--- config.mk ---
export PLATFORM = sky130hd
export DESIGN_NAME = apb_slv_mem_responder
export DESIGN_NICKNAME = d
export VERILOG_FILES = /design/src/rtl/apb_slv_mem_responder.sv
export SDC_FILE = /design/constraint.sdc
export NUM_CORES = 1
export LEC_CHECK = 0
export CORE_MARGIN = 3
export CORE_UTILIZATION = 55
export DETAILED_ROUTE_END_ITERATION = 8
export GPL_TIMING_DRIVEN = 1
export PLACE_DENSITY = 0.73
export SLEW_MARGIN = 20
export SYNTH_ARGS = -nofsm -noshare
export SYNTH_HDL_FRONTEND = slang
export SYNTH_SLANG_ARGS = --single-unit
export TNS_END_PERCENT = 50
--- constraint.sdc ---
create_clock -name clk -period 2.09 [get_ports clk]
set_input_delay 0.5225 -clock clk [delete_from_list [all_inputs] [get_ports clk]]
set_output_delay 0.5225 -clock clk [all_outputs]
set_load 0.01 [all_outputs]
--- src/rtl/apb_slv_mem_responder.sv ---
// APB3 slave responder over a small word-addressed register memory.
// Supports programmable wait states per transfer, error responses for
// out-of-range or misaligned addresses, and saturating transfer/error counters.
module apb_slv_mem_responder #(
  parameter int          DEPTH     = 16,
  parameter logic [31:0] BASE_ADDR = 32'h0000_0000
) (
  input  logic        clk,
  input  logic        rst_n,
  input  logic        psel,
  input  logic        penable,
  input  logic        pwrite,
  input  logic [31:0] paddr,
  input  logic [31:0] pwdata,
  input  logic [3:0]  wait_cfg,
  output logic        pready,
  output logic [31:0] prdata,
  output logic        pslverr,
  output logic [15:0] xfer_cnt,
  output logic [7:0]  err_cnt
);

  localparam int AW = $clog2(DEPTH);

  typedef enum logic {
    S_IDLE   = 1'b0,
    S_ACCESS = 1'b1
  } state_t;

  state_t r_state;
  state_t w_state_next;

  // Transfer fields captured in the setup cycle; the bus may change afterwards.
  logic          r_wr;
  logic          r_err;
  logic [AW-1:0] r_idx;
  logic [31:0]   r_wdata;
  logic [3:0]    r_cnt;

  logic          r_pready;
  logic [31:0]   r_prdata;
  logic          r_pslverr;
  logic [15:0]   r_xfer_cnt;
  logic [7:0]    r_err_cnt;

  logic [31:0]   r_mem [DEPTH];

  logic [31:0]   w_off;
  logic          w_err_in;
  logic [AW-1:0] w_idx_in;
  logic          w_setup;
  logic          w_complete;
  logic          w_commit;
  logic [3:0]    w_cnt_next;
  logic          w_pready_next;
  logic [31:0]   w_prdata_next;
  logic          w_pslverr_next;

  // Address decode on the live bus. Subtracting the base first keeps the range
  // test correct even when the window ends exactly at the top of the address map.
  assign w_off    = paddr - BASE_ADDR;
  assign w_err_in = (w_off >= 32'(4 * DEPTH)) || (paddr[1:0] != 2'b00);
  assign w_idx_in = w_off[AW+1:2];

  assign w_setup    = (r_state == S_IDLE) && psel && !penable;
  assign w_complete = (r_state == S_ACCESS) && psel && r_pready && penable;
  assign w_commit   = w_complete && r_wr && !r_err;

  // State register.
  always_ff @(posedge clk or negedge rst_n) begin
    if (!rst_n) begin
      r_state <= S_IDLE;
    end else begin
      r_state <= w_state_next;
    end
  end

  // Next-state logic: setup enters ACCESS; completion or abort returns to IDLE.
  always_comb begin
    w_state_next = r_state;
    case (r_state)
      S_IDLE: begin
        if (w_setup) w_state_next = S_ACCESS;
      end
      S_ACCESS: begin
        if (!psel)                     w_state_next = S_IDLE;
        else if (r_pready && penable)  w_state_next = S_IDLE;
      end
      default: w_state_next = S_IDLE;
    endcase
  end

  // Output logic: wait countdown and the response loaded on the edge that raises pready.
  always_comb begin
    w_cnt_next     = r_cnt;
    w_pready_next  = 1'b0;
    w_prdata_next  = 32'h0;
    w_pslverr_next = 1'b0;
    case (r_state)
      S_IDLE: begin
        if (w_setup) begin
          w_cnt_next = wait_cfg;
          if (wait_cfg == 4'd0) begin
            w_pready_next  = 1'b1;
            w_pslverr_next = w_err_in;
            w_prdata_next  = (!pwrite && !w_err_in) ? r_mem[w_idx_in] : 32'h0;
          end
        end
      end
      S_ACCESS: begin
        if (psel) begin
          if (!r_pready) begin
            w_cnt_next = r_cnt - 4'd1;
            if (r_cnt == 4'd1) begin
              w_pready_next  = 1'b1;
              w_pslverr_next = r_err;
              w_prdata_next  = (!r_wr && !r_err) ? r_mem[r_idx] : 32'h0;
            end
          end else if (!penable) begin
            // Ready already offered; hold the response until the master strobes penable.
            w_pready_next  = r_pready;
            w_prdata_next  = r_prdata;
            w_pslverr_next = r_pslverr;
          end
        end
      end
      default: begin
        w_cnt_next = 4'd0;
      end
    endcase
  end

  // Capture transfer fields in the setup cycle only.
  always_ff @(posedge clk or negedge rst_n) begin
    if (!rst_n) begin
      r_wr    <= 1'b0;
      r_err   <= 1'b0;
      r_idx   <= '0;
      r_wdata <= 32'h0;
    end else if (w_setup) begin
      r_wr    <= pwrite;
      r_err   <= w_err_in;
      r_idx   <= w_idx_in;
      r_wdata <= pwdata;
    end
  end

  // Registered response and wait counter.
  always_ff @(posedge clk or negedge rst_n) begin
    if (!rst_n) begin
      r_cnt     <= 4'd0;
      r_pready  <= 1'b0;
      r_prdata  <= 32'h0;
      r_pslverr <= 1'b0;
    end else begin
      r_cnt     <= w_cnt_next;
      r_pready  <= w_pready_next;
      r_prdata  <= w_prdata_next;
      r_pslverr <= w_pslverr_next;
    end
  end

  // Saturating counters advance only on a completion edge, never on an abort.
  always_ff @(posedge clk or negedge rst_n) begin
    if (!rst_n) begin
      r_xfer_cnt <= 16'h0;
      r_err_cnt  <= 8'h0;
    end else if (w_complete) begin
      if (r_xfer_cnt != 16'hFFFF) r_xfer_cnt <= r_xfer_cnt + 16'd1;
      if (r_pslverr && (r_err_cnt != 8'hFF)) r_err_cnt <= r_err_cnt + 8'd1;
    end
  end

  // Register memory: cleared by reset, written only at a clean write completion.
  always_ff @(posedge clk or negedge rst_n) begin
    if (!rst_n) begin
      for (int i = 0; i < DEPTH; i++) r_mem[i] <= 32'h0;
    end else if (w_commit) begin
      r_mem[r_idx] <= r_wdata;
    end
  end

  assign pready   = r_pready;
  assign prdata   = r_prdata;
  assign pslverr  = r_pslverr;
  assign xfer_cnt = r_xfer_cnt;
  assign err_cnt  = r_err_cnt;

endmodule

Word level (Yosys, flattened, before mapping). Cells that the tools add are included.

Bits in registers: 613. Output and inout bits: 58. Logic and storage cells: 107. Input port bits: 73.

Add/subtract/negate cells: 3. Reduce and logical (&&, ||, !) cells: 23. Bitwise operators: 3. Eq/ne operators: 7. Mux-type cells: 40. Magnitude comparators: 4.

Operators by type and width (number): 512-bit bitwise mux (1); 32-bit two-way mux (13); 32-bit binary-select mux with 4-bit select (2); 32-bit demux with 4-bit select (1); 32-bit one-hot mux with 2 select lines (1); 32-bit by 7-bit >= comparator with 1-bit output, second input constant (1); 16-bit by 1-bit adder with 16-bit output, second input constant (1); 16-bit inequality test, second input constant (1); 1-bit two-way mux (15); 1-bit logical AND (12); 4-bit two-way mux (3); 5-bit >= comparator, second input constant (2); 4-bit NOT with 5-bit output (2); 8-bit by 1-bit adder with 8-bit output, second input constant (1); 8-bit inequality test, second input constant (1); 4-bit one-hot mux with 2 select lines (1); 2-bit inequality test, second input constant (3); 1-bit one-hot mux with 2 select lines (3); 1-bit zero test (5); 5-bit by 1-bit less-than comparator with 1-bit output, second input constant (1); 4-bit by 1-bit == test with 1-bit output, second input constant (1); 4-bit zero test (1); 4-bit inequality test, second input constant (1); 2-bit AND reduction (2); 5 further kinds (5).

Logic depth before layout (Yosys ltp). Gate-level depths: netlist of run 1.

Depth after elaboration: 9. Mapped depth: 8. Gate-level depth less buffers: 7.

Worst setup path before layout of run 1. OpenSTA, ideal clock, no wires.

Path type: input to register. Start: in paddr[2]. End: reg r_prdata[23] (netlist: prdata[23]). Setup time: 125 ps. Buffers on the path: 2. Stages on the path: 6. Setup slack: -64 ps. Data required time: 1965 ps. Data arrival time: 2029 ps. Path through: buf_2 > buf_4 > mux4_2 > mux2_2 > o221ai_1 > a21oi_1.

Longest elaborated chain between the ends: 8. Elaborated cells on any way between the ends: 12. Those cells by class: order compare: 1; mux: 7; bitwise: 1; reduce/logical: 3.

RTL lines: from (decl) (RTL line 13) `input logic [31:0] paddr,`; 32-bit by 7-bit >= comparator with 1-bit output or 4-bit NOT with 5-bit output (tied branches) (RTL line 62, 106); 1-bit logical OR or 32-bit binary-select mux with 4-bit select (tied branches) (RTL line 62, 106); 1-bit zero test or 32-bit two-way mux (tied branches) (RTL line 106) `w_prdata_next = (!pwrite && !w_err_in) ? r_mem[w_idx_in] : 32'h0;`; 1-bit logical AND or 32-bit two-way mux (tied branches) (RTL line 106); 32-bit two-way mux * (RTL line 106); 32-bit two-way mux * (RTL line 103) `if (wait_cfg == 4'd0) begin`; 32-bit two-way mux * (RTL line 101) `if (w_setup) begin`; 32-bit one-hot mux with 2 select lines * (RTL line 99) `case (r_state)`; to (signal assigned) (RTL line 158) `r_prdata <= w_prdata_next;`; to (decl) (RTL line 41) `logic [31:0] r_prdata;`.

Every way passes the cells marked *; elsewhere a longest branch is shown, timed or not. The select of a mux whose other input is x is not followed. A chain may end at the register's enable or synchronous reset.

Worst setup path in the final report of run 1.
Start: reg r_state. End: reg r_mem[383] (netlist bit).

Longest elaborated chain between the ends: 5.

RTL lines: from (decl) (RTL line 30) `state_t r_state;`; from (signal assigned) (RTL line 74) `r_state <= w_state_next;`; 1-bit logical AND (3 in a row) (RTL line 66) `assign w_complete = (r_state == S_ACCESS) && psel && r_pready && penable;`; 1-bit logical AND (2 in a row) (RTL line 67) `assign w_commit = w_complete && r_wr && !r_err;`; to (signal, indexed assignment) (RTL line 179) `r_mem[r_idx] <= r_wdata;`; to (decl) (RTL line 46) `logic [31:0] r_mem [DEPTH];`.

Every way passes these cells.

==> results of run 1 <==
## worst paths after layout
kind                             from          end  slack, ps  cells after the start
max                           r_state   r_mem[383]        -90                      8
min                          paddr[2]     r_idx[0]        390                      3
max reg2reg                   r_state   r_mem[383]        -90                      8
min reg2reg                err_cnt[7]   err_cnt[7]        490                      1
max in group asynchronous       rst_n   r_mem[244]        670                      3
min in group asynchronous       rst_n  r_wdata[26]        440                      2
## power breakdown
group	leakage, nW	switching [W]	internal [W]
Combinational	8.82	0.00153	0.00107
Sequential	8.49	0.000606	0.0120
Clock	1.11	0.00484	0.00751
## cell type report
type	instances	area, sq um
fillers	3576	17200
flip-flops and latches	613	15300
clock buffers	105	2020
well taps	748	936
inverters	6	22.5
repair buffers	324	4140
multi-input cells	1314	15800
clock inverters	13	246
## flip-flops by register name (all words and copies together) (netlist names)
name,count
r_wdata,32
pslverr,1
r_idx,4
r_state,1
r_mem,512
prdata,32
err_cnt,8
r_wr,1
r_cnt,4
xfer_cnt,16
r_err,1
pready,1
## tightest hold or removal path, cell delays in order
cell	delay (ps)
clkbuf_8	210
nand2_1	130
nand2_1	70
## repair_timing
item	CTS	global route
cloned	4	17
pin swaps	3	37
setup buffers	15	9
hold endpoints to repair	22	0
resized for setup	115	146
endpoints found under the setup margin	581	561
hold buffers	1	0
## cells in the final DEF, fill, tap and decap left out, types with 5 or more instances in the layout
cell             instances
o221ai_2                24
o221ai_1                 7
nor2_1                  38
xor2_1                  10
dlymetal6s2s_1          16
clkdlybuf4s50_1         83
a21oi_2                 12
nor4_1                   6
nand4_1                  6
buf_6                   16
buf_12                  67
a21oi_1                 27
clkbuf_16               88
mux2_1                  19
mux2_4                 114
dfrtp_1                610
mux2_2                 444
nor2b_4                  5
clkbuf_1                22
dlygate4sd2_1           26
buf_16                   6
nand3_1                 15
and3_1                   7
nand2_1                183
nor3_1                   5
a22oi_1                 64
clkbuf_8                13
o21ai_0                  6
nand2_2                  8
xnor2_1                 11
buf_4                   85
bufinv_16                7
mux4_2                 256
inv_1                    6
## cell families (layout without fill, tap and decap cells)
family | count (synthesis) | in the layout | synth area share (%)
mux | 834 | 834 | 39.4
xor+xnor | 21 | 21 | 0.590
fa+ha+maj | 4 | 4 | 0.161
compound gates | 150 | 150 | 3.45
flops | 613 | 613 | 49.2
buf+inv | 194 | 448 | 2.90
simple gates | 305 | 305 | 4.30
## through the flow
stage	total power, W	setup TNS (ps)	utilization (%)	area (sq um)	worst slack, ps
global placement	0.0152	-363880	62.2	34600	-758
floorplan	0.0139	-2000	-	31200	-20.0
global route	0.0284	-46310	69.2	38500	-196
CTS	0.0275	-4210	67.2	37400	-103
finish	0.0276	-10680	69.2	38500	-87.1
detailed placement	0.0153	-376680	62.2	34600	-813
## per-layer routing
metal | wire (microns) | vias to the layer above
met3 | 8210 | 260
met5 | 0 | -
met1 | 36700 | 11200
met2 | 44700 | 1035
met4 | 3540 | 0
li1 | - | 8462
==> results.md, run 1 <==
- Clock Path Buffers: 3
- CP max FO: 18
- Failing checks: setup timing
- Slowest stage delay, CP: 360 ps
- Required time of the critical path: 2570 ps
- Die Ht: about 240 microns
- Largest net degree at the start of global routing: 75
- Vias in the first global route: between 20000 and 25000
- Drt drc: 0
- Final hold vios: 0
- Num CTS Buffers: 67
- I/O Buffers: 130
- P&R area growth vs syn: 23.5%
- Startpoint types: register
- Worst min path class: in2reg
- Largest delay share family, worst path: simple AND/OR/NAND/NOR gates
- GRT Residual Overflow: 0
- Met1 Track Usage GR: 40.3%
- Fin crit period: 2180 ps
- Core ar.: between 50000 and 60000 sq um
- RSZ-0062 raised after global routing: yes
- Crit share post-route: 104%
- Most frequent cells after synthesis: 613 x dfrtp_1, 546 x mux2_2, 256 x mux4_2
- Post-DR vias/cell: 6.70
- Share of cells above drive strength 1: 49.9%
- RePlAce Congestion: 0.833
- Critical Path AT: 2660 ps
- Post-synth cell types: between 40 and 50
- TritonCTS Sinks: 613
- TritonRoute pass-1 iters: 5
- DP HPWL: 53300 microns
- # IOs: 131
- Initial Util: 56.0%
- Met3 global-route usage: 6.58%
- CP Cell Sequence: buf_6 > nand4_1 > nor4b_2 > buf_4 > and2_4 > nand2_2 > buf_12 > mux2_2
- Post-route ant nets: 0
- Fin Clk Skew: roughly 28 ps
- Chip Width: about 240 microns
- Post-placement cell count: between 2000 and 3000
- Most common cell in the netlist: dfrtp_1
- Global route hottest layer: met2
- Final setup margin: -87.1 ps
- Synth Instances: 2121
- Endpoint class of the critical path: register
- Clk_lat worst skew: 610 ps
- Fin. max-slew vios: 0
- Diode count: 0
- Outcome: finished with violations
- Root buffer cell: clkbuf_16
- Yosys warns: 0
- Worst slew pin tran: 683 ps
- Final wirelength: roughly 93000 microns
- Nets: 2403
- Slowest cell on the critical path: dfrtp_1
- Setup violators final: 277
- Maximum clock frequency: ~0.46 GHz
- PD cells: 717 nW/um^2
- Worst path bufs/invs: 3
- Top area cells in the synthesized netlist: dfrtp_1 49%, mux2_2 20%, mux4_2 19%
- VDD IR max: 0.000570 V
- Per-cell routed wire length: 29.8 microns
- CTS clk-pin slew, worst paths: 60 ps
- Gr usage total: a little under a third
- H-tree levels: 3
- Mapped Nets: between 2000 and 2500
- Max-slew headroom: 54.5%
- Initial antenna violation count: 0
- CP Class: reg2reg
- Routed vias: 20900
- CTS tree: built
- EDFF count, synth: 0
- Static Leakage: about 18 nW
- Mean Syn Cell Area: 14.7 sq um
- Synth Cell Area: slightly above 30000 sq um
- Yosys top cell area share: 49.2%
- Row Count: 86
- Seq/Total Area, Yosys: about half
- DRT iter0 DRCs: 2161
- Non-filler cells, final: 3123
- Die area: 59600 sq um
- Flops & latches, synth: 613
- Yosys top cell by area: dfrtp_1
- Async SR Flop Fraction: 100%
- Max-cap viol count: 0
- Hold Slack: 386 ps
- Dominant synthesized flop cell: dfrtp_1
- First-pass GRT wire length: 136000 microns
- GRT met2 Usage: between 40% and 50%
No activity file was read; power rests on OpenSTA's default activity.
==> run 2, diff against run 1 <==
==> constraint.sdc (replaced) <==
create_clock -name clk -period 2.2 [get_ports clk]
set_input_delay 0.55 -clock clk [delete_from_list [all_inputs] [get_ports clk]]
set_output_delay 0.55 -clock clk [all_outputs]
set_load 0.05 [all_outputs]
==> run 2 against run 1 <==
Net effect: the run now ends clean; utilization is 2.6 points lower; sequential share of layout area is 1.5 points higher; via count is 3.3% lower; worst hold slack better by 52 ps; worst setup slack better by 120 ps; global-route usage is 1.0 points lower; sequential power is 5% lower; critical path type is now in2reg; critical endpoint is now prdata[18].
==> results.md, run 2 (synthesized netlist as in run 1, its figures left out) <==
- Outcome: finished clean
- Internal reg-to-reg setup slack: 40 ps (+120 ps)
- Required time of the critical path: 2700 ps (+130 ps)
- Num CTS Buffers: 67 (unchanged)
- Fillers: 3946 (+10%)
- CTS clk-pin slew, worst paths: 60 ps (about the same)
- FF-to-FF Start: pready
- Final hold vios: 0 (unchanged)
- Crit share post-route: 98.3%
- Routed vias: 20200 (-3.3%)
- Startpoint types: input port
- PD cells: 698 nW/um^2 (-2.7%)
- I/O Buffers: 130 (unchanged)
- Gr usage total: 29.0% (-1.0 points)
- VDD IR max: 0.000604 V (+6.0%)
- R2R depth: 7 (-1)
- # IOs: 131 (unchanged)
- Vias in the first global route: 21600 (-1.9%)
- Fin crit period: 2160 ps
- Die area: 59600 sq um (unchanged)
- Largest register by flop count: r_mem
- Max-slew headroom: 57.2% (+2.7 points)
- Chip Width: 244 microns (unchanged)
- Pwr Total: 0.0258 W (-6.3%)
- Max-cap viol count: 0 (unchanged)
- Diode count: 0 (unchanged)
- Commonest cells after routing, fill and taps aside: 610 x dfrtp_1, 525 x mux2_2, 256 x mux4_2
- H-tree levels: 3 (unchanged)
- Row Count: 86 (unchanged)
- Final wirelength: 84600 microns (-9.2%)
- Static Leakage: 17.8 nW (-3.5%)
- Clock Path Buffers: 3 (unchanged)
- Per-cell routed wire length: 27.4 microns (-8.3%)
- RePlAce Congestion: 0.827 (-0.74%)
- Post-route ant nets: 0 (unchanged)
- CP Class: in2reg
- Maximum clock frequency: between 0.4 and 0.5 GHz
- Post-DR vias/cell: 6.54 (-2.4%)
- Clk_lat worst skew: 610 ps (about the same)
- Largest net degree at the start of global routing: 98 (+31%)
- Initial antenna violation count: 0 (unchanged)
- CTS tree: built
- Largest register FFs: 512 (unchanged)
- Worst slew pin tran: 643 ps (-40.3 ps)
- Die Ht: 244 microns (unchanged)
- DRT iter0 DRCs: 1808 (-16%)
- Commonest non-fill, non-tap cell in the layout: dfrtp_1
- Drt drc: 0 (unchanged)
- CP max FO: 32 (+14)
- Fin Clk Skew: 29.4 ps (+0.965 ps)
- Share of cells above drive strength 1: 47.7% (-2.2 points)
- P&R area growth vs syn: 18.9%
- TritonCTS Sinks: 613 (unchanged)
- Nets: 2369 (-1.4%)
- Worst min path class: in2async
- Fin. max-slew vios: 0 (unchanged)
- Setup violators final: 0 (-100%)
- First-pass GRT wire length: 132000 microns (-3.2%)
- Core ar.: 55600 sq um (unchanged)
- RSZ-0062 raised after global routing: yes
- Critical Path AT: 2670 ps (about the same)
- Root buffer cell: clkbuf_16
- TritonRoute pass-1 iters: 5 (unchanged)
- Initial Util: 56.0% (unchanged)
- Hold Slack: 438 ps (+51.9 ps)
- GRT Residual Overflow: 0 (unchanged)
- Endpoint class of the critical path: register
- Critical R2R Capture: r_mem[390]
- DP HPWL: 53100 microns (-0.30%)
run 2: changes by cell type in the layout (fill, tap and decap cells not counted), sizes merged, moves of 8 or more:
cell           delta
clkbuf           -19
dlymetal6s2s     -14
dlygate4sd2      +23
buf              -11
clkdlybuf4s50    -17
clkinv            +8
run 2: report_power, final:
part           internal (W)  switching [W]  total, W  leakage [nW]
logic              0.000942        0.00138   0.00233          8.17
clock network       0.00692        0.00464    0.0116          1.12
registers            0.0114       0.000535    0.0120          8.49
run 2: worst max path at each step:
stage | from | end | slack [ps]
5_1_grt | paddr[11] | prdata[8] | -80
2_1_floorplan | xfer_cnt[0] | xfer_cnt[13] | -10
3_3_place_gp | penable | r_mem[409] | -680
4_1_cts | pready | pready | -70
3_5_place_dp | penable | r_mem[415] | -680
6_report | paddr[0] | prdata[18] | 40
run 2: per-layer routing:
layer / global-route usage (%) / wire length (microns)
met1: 39.9 / 34500
met2: 46.5 / 40700
met3: 5.94 / 6280
met4: 10.5 / 3190
met5: 0 / 0
run 2: critical path, stage by stage:
cell and delay [ps]:
clkdlybuf4s50_1 430, nor4_1 310, nand4_1 260, o41ai_4 420
buf_12 330, o221ai_1 180, a21oi_1 190
run 2: per-stage QoR:
stage / TNS, ps / worst slack [ps] / std cells / util [%] / cell area, sq um
floorplan: -19.5 / -9.76 / 2121 / - / 31200
global placement: -299740 / -678 / 2964 / 62.2 / 34600
finish: 0 / 37.8 / 3093 / 66.6 / 37000
global route: -1750 / -81.3 / 3093 / 66.6 / 37000
detailed placement: -301050 / -677 / 2964 / 62.2 / 34600
CTS: -70.3 / -70.3 / 3087 / 66.2 / 36800
run 2: area by class of cell:
cell class | instances | area [sq um] | share of cell area (%)
Clock buffer | 100 | 2000 | 5.41
Clock inverter | 22 | 274 | 0.740
Inverter | 6 | 22.5 | 0.0608
Multi-Input combinational cell | 1314 | 15100 | 40.8
Sequential cell | 613 | 15300 | 41.4
Tap cell | 748 | 936 | 2.53
Timing Repair Buffer | 290 | 3350 | 9.03
run 2: repair_timing:
item	in CTS	in global routing
hold buffers	1	0
setup endpoints to repair	125	349
endpoints found under the hold margin	16	0
buffers inserted	0	3
gates cloned	0	3
pin swaps	1	5
resized for setup	53	37
